<file path="src/rtl/ca_pkg.sv">
// Shared constants and types for the cellular-automaton row engine.
package ca_pkg;
   localparam logic [10:0] H_VISIBLE = 11'd1280;
   localparam logic [10:0] H_LAST    = H_VISIBLE - 11'd1;
   localparam logic [10:0] V_VISIBLE = 11'd1024;
   localparam logic [10:0] SEED_POS  = 11'd640;
   localparam int          LATENCY   = 3;

   // Right-shifting Fibonacci form: taps 16,14,13,11 land on bits 0,2,3,5.
   localparam logic [15:0] LFSR_TAPS    = 16'h002D;
   localparam logic [15:0] LFSR_DEFAULT = 16'hACE1;

   typedef enum logic [1:0] {
      SEED_SINGLE = 2'd0,
      SEED_LFSR   = 2'd1,
      SEED_ONES   = 2'd2
   } seed_mode_e;

   typedef enum logic [1:0] {
      WAIT_INIT = 2'd0,
      INIT      = 2'd1,
      RUN       = 2'd2
   } state_e;

   function automatic logic [15:0] lfsrStep(input logic [15:0] s);
      return {^(s & LFSR_TAPS), s[15:1]};
   endfunction
endpackage

</file>
<file path="src/rtl/ca_row_engine_if.sv">
// Sync-generator inputs, rule configuration and pixel outputs of the row engine.
interface ca_row_engine_if;
   logic        in_prefetch_area;
   logic [10:0] prefetch_x;
   logic [10:0] counter_y;
   logic [7:0]  rule;
   logic [1:0]  seed_mode;
   logic [15:0] lfsr_seed;
   logic        pixel_on;
   logic        pixel_valid;
   logic        init_busy;

   modport master (
      output in_prefetch_area, prefetch_x, counter_y, rule, seed_mode, lfsr_seed,
      input  pixel_on, pixel_valid, init_busy
   );

   modport slave (
      input  in_prefetch_area, prefetch_x, counter_y, rule, seed_mode, lfsr_seed,
      output pixel_on, pixel_valid, init_busy
   );
endinterface

</file>
<file path="src/rtl/ca_line_ram.sv">
// One 1280x1 line buffer: simple dual-port, synchronous read, contents never reset.
module ca_line_ram
   import ca_pkg::*;
(
   input  logic        clk,
   input  logic        wrEn,
   input  logic [10:0] wrAddr,
   input  logic        wrData,
   input  logic        rdEn,
   input  logic [10:0] rdAddr,
   output logic        rdData
);
   logic mem [0:H_VISIBLE-1];

   always_ff @(posedge clk) begin
      if (wrEn) mem[wrAddr] <= wrData;
      if (rdEn) rdData <= mem[rdAddr];
   end
endmodule

</file>
<file path="src/rtl/ca_row_engine.sv">
// Renders one elementary-CA generation per screen row from two ping-pong line buffers.
//
// state     | meaning
// WAIT_INIT | after reset, nothing displayed until first vertical-blank seeding
// INIT      | writing seed row into bank 0, one cell per clock
// RUN       | reading row from bank bufSel, writing next generation into the other bank
module ca_row_engine
   import ca_pkg::*;
(
   input logic            clk,
   input logic            rst_n,
   ca_row_engine_if.slave bus
);
   state_e             state;
   seed_mode_e         seedLat;
   logic [7:0]         ruleLat;
   logic [15:0]        lfsr;
   logic [10:0]        initAddr, x1, x2;
   logic               bufSel, ready, areaD, atVD, fallD, cReg, lReg;
   logic [LATENCY-2:0] vPipe;

   logic        qual, atV, initTrig, initWr, runWr;
   logic        rdCell0, rdCell1, rdCell, cellL, cellR, nextCell, seedBit;
   logic        we0, we1, wd0;
   logic [10:0] wa0;

   assign qual     = bus.in_prefetch_area && (bus.prefetch_x < H_VISIBLE);
   assign atV      = (bus.counter_y == V_VISIBLE);
   assign initTrig = atV && ((state == WAIT_INIT) || ((state == RUN) && !atVD));
   assign initWr   = (state == INIT);

   // Window for cell x2: lReg = x-1, cReg = x, fresh read data = x+1.
   assign rdCell   = bufSel ? rdCell1 : rdCell0;
   assign cellL    = (x2 == 11'd0) ? 1'b0 : lReg;
   assign cellR    = (x2 == H_LAST) ? 1'b0 : rdCell;
   assign nextCell = ruleLat[{cellL, cReg, cellR}];
   assign runWr    = vPipe[LATENCY-2] && ready && !initTrig;

   always_comb begin
      seedBit = (initAddr == SEED_POS);
      case (seedLat)
         SEED_LFSR: seedBit = lfsr[0];
         SEED_ONES: seedBit = 1'b1;
         default:   ;
      endcase
   end

   assign we0 = initWr || (runWr && bufSel);
   assign wd0 = initWr ? seedBit : nextCell;
   assign wa0 = initWr ? initAddr : x2;
   assign we1 = runWr && !bufSel;

   ca_line_ram ram0 (
      .clk(clk), .wrEn(we0), .wrAddr(wa0), .wrData(wd0),
      .rdEn(qual), .rdAddr(bus.prefetch_x), .rdData(rdCell0)
   );

   ca_line_ram ram1 (
      .clk(clk), .wrEn(we1), .wrAddr(x2), .wrData(nextCell),
      .rdEn(qual), .rdAddr(bus.prefetch_x), .rdData(rdCell1)
   );

   always_ff @(posedge clk or negedge rst_n) begin
      if (!rst_n) begin
         state           <= WAIT_INIT;
         seedLat         <= SEED_SINGLE;
         ruleLat         <= 8'd0;
         lfsr            <= LFSR_DEFAULT;
         initAddr        <= 11'd0;
         x1              <= 11'd0;
         x2              <= 11'd0;
         bufSel          <= 1'b0;
         ready           <= 1'b0;
         areaD           <= 1'b0;
         atVD            <= 1'b0;
         fallD           <= 1'b0;
         cReg            <= 1'b0;
         lReg            <= 1'b0;
         vPipe           <= '0;
         bus.pixel_on    <= 1'b0;
         bus.pixel_valid <= 1'b0;
         bus.init_busy   <= 1'b0;
      end else begin
         areaD <= bus.in_prefetch_area;
         atVD  <= atV;
         // Delayed one clock so the swap lands on/after the last row write.
         fallD <= areaD && !bus.in_prefetch_area && (bus.counter_y < V_VISIBLE);
         vPipe <= {vPipe[LATENCY-3:0], qual};
         x1    <= bus.prefetch_x;
         x2    <= x1;
         cReg  <= rdCell;
         lReg  <= cReg;

         bus.pixel_valid <= vPipe[LATENCY-2] && ready;
         bus.pixel_on    <= vPipe[LATENCY-2] && ready && cReg;

         if (initTrig)   bufSel <= 1'b0;
         else if (fallD) bufSel <= ~bufSel;

         if (initTrig) begin
            state         <= INIT;
            initAddr      <= 11'd0;
            ruleLat       <= bus.rule;
            seedLat       <= (bus.seed_mode == 2'd3) ? SEED_SINGLE : seed_mode_e'(bus.seed_mode);
            lfsr          <= (bus.lfsr_seed == 16'd0) ? LFSR_DEFAULT : bus.lfsr_seed;
            ready         <= 1'b0;
            bus.init_busy <= 1'b1;
         end else begin
            case (state)
               INIT: begin
                  lfsr     <= lfsrStep(lfsr);
                  initAddr <= initAddr + 11'd1;
                  if (initAddr == H_LAST) begin
                     state         <= RUN;
                     ready         <= 1'b1;
                     bus.init_busy <= 1'b0;
                  end
               end
               default: ;
            endcase
         end
      end
   end
endmodule

</file>
<file path="src/flat_wrapper.sv">
// flat-port wrapper written by rule: the top's interface ports become plain ports
module ca_row_engine_flat import ca_pkg::*;
  (clk, rst_n, bus_in_prefetch_area, bus_prefetch_x, bus_counter_y, bus_rule, bus_seed_mode, bus_lfsr_seed, bus_pixel_on, bus_pixel_valid, bus_init_busy);
  ca_row_engine_if bus_i ();
  input logic clk;
  input logic rst_n;
  input wire logic [$bits(bus_i.in_prefetch_area)-1:0] bus_in_prefetch_area;
  input wire logic [$bits(bus_i.prefetch_x)-1:0] bus_prefetch_x;
  input wire logic [$bits(bus_i.counter_y)-1:0] bus_counter_y;
  input wire logic [$bits(bus_i.rule)-1:0] bus_rule;
  input wire logic [$bits(bus_i.seed_mode)-1:0] bus_seed_mode;
  input wire logic [$bits(bus_i.lfsr_seed)-1:0] bus_lfsr_seed;
  output wire logic [$bits(bus_i.pixel_on)-1:0] bus_pixel_on;
  output wire logic [$bits(bus_i.pixel_valid)-1:0] bus_pixel_valid;
  output wire logic [$bits(bus_i.init_busy)-1:0] bus_init_busy;
  assign bus_i.in_prefetch_area = bus_in_prefetch_area;
  assign bus_i.prefetch_x = bus_prefetch_x;
  assign bus_i.counter_y = bus_counter_y;
  assign bus_i.rule = bus_rule;
  assign bus_i.seed_mode = bus_seed_mode;
  assign bus_i.lfsr_seed = bus_lfsr_seed;
  assign bus_pixel_on = bus_i.pixel_on;
  assign bus_pixel_valid = bus_i.pixel_valid;
  assign bus_init_busy = bus_i.init_busy;
  ca_row_engine u_core (.clk(clk), .rst_n(rst_n), .bus(bus_i));
endmodule
</file>
<file path="config.mk">
export PLATFORM = sky130hd
export DESIGN_NAME = ca_row_engine_flat
export DESIGN_NICKNAME = d
export VERILOG_FILES = /design/src/rtl/ca_pkg.sv /design/src/rtl/ca_row_engine_if.sv /design/src/rtl/ca_line_ram.sv /design/src/rtl/ca_row_engine.sv /design/src/flat_wrapper.sv
export SDC_FILE = /design/constraint.sdc
export NUM_CORES = 2
export LEC_CHECK = 0
export BUFFER_PORTS_ARGS = -buffer_cell sky130_fd_sc_hd__buf_2
export CORE_MARGIN = 8
export CORE_UTILIZATION = 30
export DETAILED_ROUTE_END_ITERATION = 10
export PLACE_DENSITY = 0.46
export SKIP_CTS_REPAIR_TIMING = 1
export SLEW_MARGIN = 20
export SYNTH_ARGS = -nofsm -noshare
export SYNTH_HDL_FRONTEND = slang
export SYNTH_SLANG_ARGS = --single-unit
</file>
<file path="constraint.sdc">
create_clock -name clk -period 32.4 [get_ports clk]
set_input_delay 3.24 -clock clk [delete_from_list [all_inputs] [get_ports clk]]
set_output_delay 3.24 -clock clk [all_outputs]
set_load 0.01 [all_outputs]
</file>
; Word level (Yosys, flattened, before mapping)
; Memory sizes are Yosys's and may differ from the RTL's. A register that Yosys moved wholly into a read port is not among the register bits.
; Cells that the tools add are included.
[classes]
add_sub_neg = 1
order_cmp = 3
eq_ne = 9
mux = 29
bitwise_logic = 1
n_reduce_logical = 24
[ops]
columns = op, count
row1 = $mux 16, 3
row2 = $eq 11x11->1 const B, 3
row3 = $mux 11, 3
row4 = $lt 11x11->1 const B, 2
row5 = $mux 1, 17
row6 = $logic_not 16->1, 1
row7 = $reduce_xor 16->1, 1
row8 = $add 11x1->11 const B, 1
row9 = $eq 11x10->1 const B, 1
row10 = $logic_not 11->1, 1
row11 = $logic_and 1x1->1, 10
row12 = $mux 2, 4
row13 = $eq 2x2->1 const B, 3
row14 = $reduce_bool 2->1, 3
row15 = $eq 2x1->1 const B, 2
row16 = $logic_not 1->1, 4
row17 = $lt 3x4->1 const B, 1
row18 = $bmux 1 s3, 1
row19 = $logic_not 2->1, 1
row20 = $logic_or 1x1->1, 2
row21 = $pmux 1 s2, 1
row22 = $reduce_and 2->1, 1
row23 = $not 1->1, 1
[word_totals]
reg_bits = 73
ramBits = 2560
in_bits = 51
out_inout_bits = 3
word_cells = 87
n_memories = 2
[memory_table]
columns = memory, words, word_bits, rd, rd_ports_with_merged_regs, write_ports, line
row1 = u_core.ram0.mem, 1280, 1, 1, 1, 1, ca_line_ram.sv:13  ; logic mem [0:H_VISIBLE-1];
row2 = u_core.ram1.mem, 1280, 1, 1, 1, 1, ca_line_ram.sv:13

; Longest topological paths before layout
[logic_depth]
ltp_word = 10
depth_mapped = 14
ltp_nobuf = 8

; By module
; From an unflattened synthesis, not the netlist that was laid out.
[unflattened]
cells_unflattened = 7765
hier_area_um2 = 113761.6
[modules_own_cells]
columns = mod, n_inst, cells_each, area_per_inst_um2, seq_area_each_um2
row1 = ca_line_ram, 2, 3730, 55356.8, 38466.9
row2 = ca_row_engine, 1, 305, 3047.9, 1786.7

; Worst setup path before layout
; OpenSTA, ideal clock, no wires.
[synth_path]
kind = flip-flop to flip-flop
start = register u_core.x2[8]
end = memory u_core.ram0.mem[0] (data pin)
setup_time_ns = 3.172
t_arrival_ns = 24.271
required_time_ns = 29.228
path_slack_ns = 4.956
path_stages_with_launch = 7
path_buffers = 1
period_less_slack_ns = 27.444
path_cell_list = dfrtp_1 > clkbuf_1 > nor3_1 > nand3_1 > o31ai_1 > mux2_2 > a21o_1
[synth_between]
elab_chain_len = 5
word_cells_on_any_way = 7
cone_classes = eq/ne (1) / mux (5) / reduce/logical (1)
[synth_rtl]
columns = item, line
row1 = "start, declared", ca_row_engine.sv:18  ; logic [10:0] initAddr, x1, x2;
row2 = "start signal, assigned", ca_row_engine.sv:71  ; x2 <= 11'd0;
row3 = "start signal, assigned", ca_row_engine.sv:90  ; x2 <= x1;
row4 = $eq 11x11->1 / $logic_not 11->1 (equally long branches), "ca_row_engine.sv:35, ca_row_engine.sv:34"
row5 = "$mux 1, on equally long branches", "ca_row_engine.sv:35, ca_row_engine.sv:34"
row6 = $bmux 1 s3 (*), ca_row_engine.sv:36  ; assign nextCell = ruleLat[{cellL, cReg, cellR}];
row7 = $mux 1 (implied by the code) (*), ca_row_engine.sv:36
row8 = named net u_core.nextCell, ca_row_engine.sv:23  ; logic rdCell0, rdCell1, rdCell, cellL, cellR, nextCell, seedBit;
row9 = $mux 1 (*), ca_row_engine.sv:49  ; assign wd0 = initWr ? seedBit : nextCell;
row10 = named net u_core.ram0.wrData, ca_line_ram.sv:8  ; input logic wrData,
row11 = "end, declared", ca_line_ram.sv:13
; The timed path passes the listed nets; every way through them passes the cells marked *. The select of a mux whose other input is x is not followed.

; Final worst setup path
[layout_path]
start = input bus_prefetch_x[0]
end = register u_core.ram1.rdData, read port of u_core.ram1.mem (data pin)
[layout_between]
elab_chain_len = 2
[layout_rtl]
columns = item, line
row1 = "start, declared", flat_wrapper.sv:8  ; input wire logic [$bits(bus_i.prefetch_x)-1:0] bus_prefetch_x;
row2 = $lt 11x11->1, ca_row_engine.sv:27  ; assign qual = bus.in_prefetch_area && (bus.prefetch_x < H_VISIBLE);
row3 = $logic_and 1x1->1, ca_row_engine.sv:27
row4 = "end, declared", ca_line_ram.sv:11  ; output logic rdData
; Several ways; a longest one is shown, not always the timed one.
; A chain may end at the register's enable or synchronous reset.

==> flow_summary.ini <==
[global_routing]
grtUsageTotal = 0.179
grt_max_degree = 296
grt_pass1_wl_mm = 520
grtUsageMet2 = 0.311
top_usage_layer = met2
grt_antenna_before_repair = 15
gr-total-overflow = 0
grt_use_met3 = 0.0210
grt_pass1_vias = 69100
grtUsageMet1 = 0.237

[setup_path]
worst-r2r-cell-count = 8
crit_type = primary input to register
critPathArrivalTime_ns = 8.51
critPathCaptureType = register
start_kind = primary input
r2r_end = u_core.ram1.mem[58]
reg2reg_from = u_core.x2[5]
critPathRequiredTime_ns = 33.13
cp_max_fo = 46
reg2reg_slack_ns = 24.94

[hold_path]
holdPathEnd = u_core.x2[6]
min_from = u_core.x1[6]
hold_path.class = register to register
hold_depth = 0

[power_and_ir_drop]
power_switching_mw = 1.61
finalPower_mw = 7.30
powerDensity_nw_per_um2 = 56.7
p_leak_nw = 31.8
combPwrFrac = 0.035
swShare = 0.221
p_int_mw = 5.69
ir_drop_mv = 0.0471
clock_power_share = 0.460
power_frac_seq = 0.506

[clock_tree]
clkSinkCount = 2633
clk_pin_slew_ns = 0.06
clk_latency_ns = 0.90
htreeDepth = 5
cts_root_buf = clkbuf_16
tritoncts = built
cts_made_buffers = 303
clk_path_buf_depth = 4

[synthesis]
yosysWarningCount = 0
ys_seq_area_frac = 0.689
syn_inst = 7892
synth.top_cell.area_share = 0.674
yosys.area.top_type = edfxtp_1
async_reset_ff_frac = 0.0270
syn_area_per_cell_um2 = 14.5
synth_edf_count = 2562
syn_nets = 7947
synth_ff_type = edfxtp_1
synth.most_common_cell = nor2_1
synth_seq_cells = 2633
synthTopCellsByCount = 2639 x nor2_1, 2562 x edfxtp_1, 579 x clkbuf_1
synthTopCellsByArea = edfxtp_1 67%, mux4_2 10%, nor2_1 8.7%
ys_types = 78
synth_area_um2 = 114000

[floorplanning]
fp.dieW_um = 633
rows = 226
dieArea_um2 = 401000
initial_core_util = 0.301
fp.dieH_um = 633
core_area_um2 = 379000
ioPinCount = 54

[status]
status = complete, no violations

[timing]
final.setup.tns_ns = 0
post-route-period-util = 0.240
max_slew_margin = 0.227
rsz0062_at_grt = no
clock_skew_ns = 0.0510
fmax_mhz = 129
hold_violations = 0
worst_pin_slew_ns = 1.15
min_period_ns = 7.78
drv_slew = 0
setup_viol = 0

[route]
finalWirelength_mm = 369
wl_per_cell_um = 28.5
drc = 0
postRouteAntennaNets = 0
firstDrtPassIters = 6
vias_per_cell = 5.27
drt_iter0_drc = 6796
vias = 68200

[layout]
syn_to_final_growth_pct = 12.8
drive_gt1_frac = 0.171
finalNonFillerCells = 12900
nets = 7734
final_core_util = 0.340
fillers = 37000

[place]
dp_hpwl_mm = 194
dp.cells = 12400
portBuffers = 53
place_congestion = 0.762

[run]
drv_cap = 0
[cell usage in the layout (no fill, tap or decap), types with 39 or more instances in the layout]
master / count
dfrtp_1: 63
mux2i_1: 260
a21oi_1: 58
nand2_1: 197
buf_4: 185
nand3_1: 48
mux4_1: 59
nand2_2: 100
clkbuf_1: 78
a211oi_1: 43
clkinv_1: 72
a22oi_1: 75
edfxtp_1: 2562
o22ai_1: 65
o21ai_0: 60
clkbuf_16: 309
buf_2: 46
nor2_1: 2629
o221ai_1: 39
mux4_2: 516
[layer usage]
layer	vias up	share of wire	routed length [um]
li1	28600	-	-
met1	36900	0.42	155000
met2	2203	0.50	184000
met3	518	0.055	20500
met4	2	0.026	9690
met5	-	0.000035	13
[power by group through the flow]
stage	clock (mW)	sequential, mW	combinational [mW]
3_5_place_dp	0	3.76	0.255
6_report	3.36	3.69	0.252
3_3_place_gp	0	3.76	0.255
4_1_cts	3.43	3.69	0.255
5_1_grt	3.55	3.69	0.264
2_1_floorplan	0	3.76	0.148
[worst max-delay path by stage]
stage | startpoint | to | slack, ns | depth (start not counted)
CTS | bus_prefetch_x[0] | u_core.ram1.rdData | 24.55 | 12
global placement | bus_prefetch_x[0] | u_core.ram1.rdData | 23.58 | 12
floorplan | u_core.x2[8] | u_core.ram0.mem[0] | 4.96 | 6
global route | bus_prefetch_x[0] | u_core.ram1.rdData | 24.34 | 12
finish | bus_prefetch_x[0] | u_core.ram1.rdData | 24.62 | 12
detailed placement | bus_prefetch_x[0] | u_core.ram1.rdData | 23.58 | 12
[layout make-up]
cell class	instances	area, um^2	area share
Tap cell	5016	6280	0.0487
Clock buffer	396	8140	0.0632
Multi-Input combinational cell	4470	32100	0.250
Inverter	23	91.3	0.000709
Clock inverter	153	1480	0.0115
Sequential cell	2633	78700	0.611
Timing Repair Buffer	248	1910	0.0149
Antenna cell	6	15.0	0.000117
[through the flow]
| step | hold slack (ns) | instance area (um^2) | worst slack (ns) |
|---|---|---|---|
| floorplan | 0.331 | 114000 | 4.96 |
| global placement | 0.332 | 119000 | 23.58 |
| detailed placement | 0.335 | 119000 | 23.58 |
| CTS | 0.317 | 129000 | 24.55 |
| global route | 0.331 | 129000 | 24.34 |
| finish | 0.338 | 129000 | 24.62 |
[sequential cells by signal, summed over array words and instances (netlist names), 2 cells and up]
register	cells
u_core.ram1.mem	1280
u_core.ruleLat	8
u_core.initAddr	11
u_core.vPipe	2
u_core.lfsr	16
u_core.ram0.mem	1280
u_core.x1	11
u_core.seedLat	2
u_core.x2	11
[critical path, cell delays in order]
cell,delay [ns]
buf_8,0.44
buf_4,0.77
buf_4,0.54
buf_4,0.71
mux2i_1,0.18
o221ai_1,0.28
o22ai_1,0.12
o21ai_0,0.47
a21oi_1,0.21
nor3_1,0.61
nand4_1,0.46
a41oi_1,0.35
[logic make-up (layout without fill, tap and decap cells)]
group	after synthesis	count (layout)	share of synthesized area
AO/OA/AOI/OAI	442	442	0.0270
XOR/XNOR	13	13	0.000997
adder cells (fa/ha/maj)	4	4	0.000438
buffers and inverters	789	820	0.0339
flip-flops	2633	2633	0.689
multiplexers	855	855	0.140
other	0	6	0
AND/OR/NAND/NOR	3156	3156	0.108
Note: power is estimated with default switching activity, not from simulation.
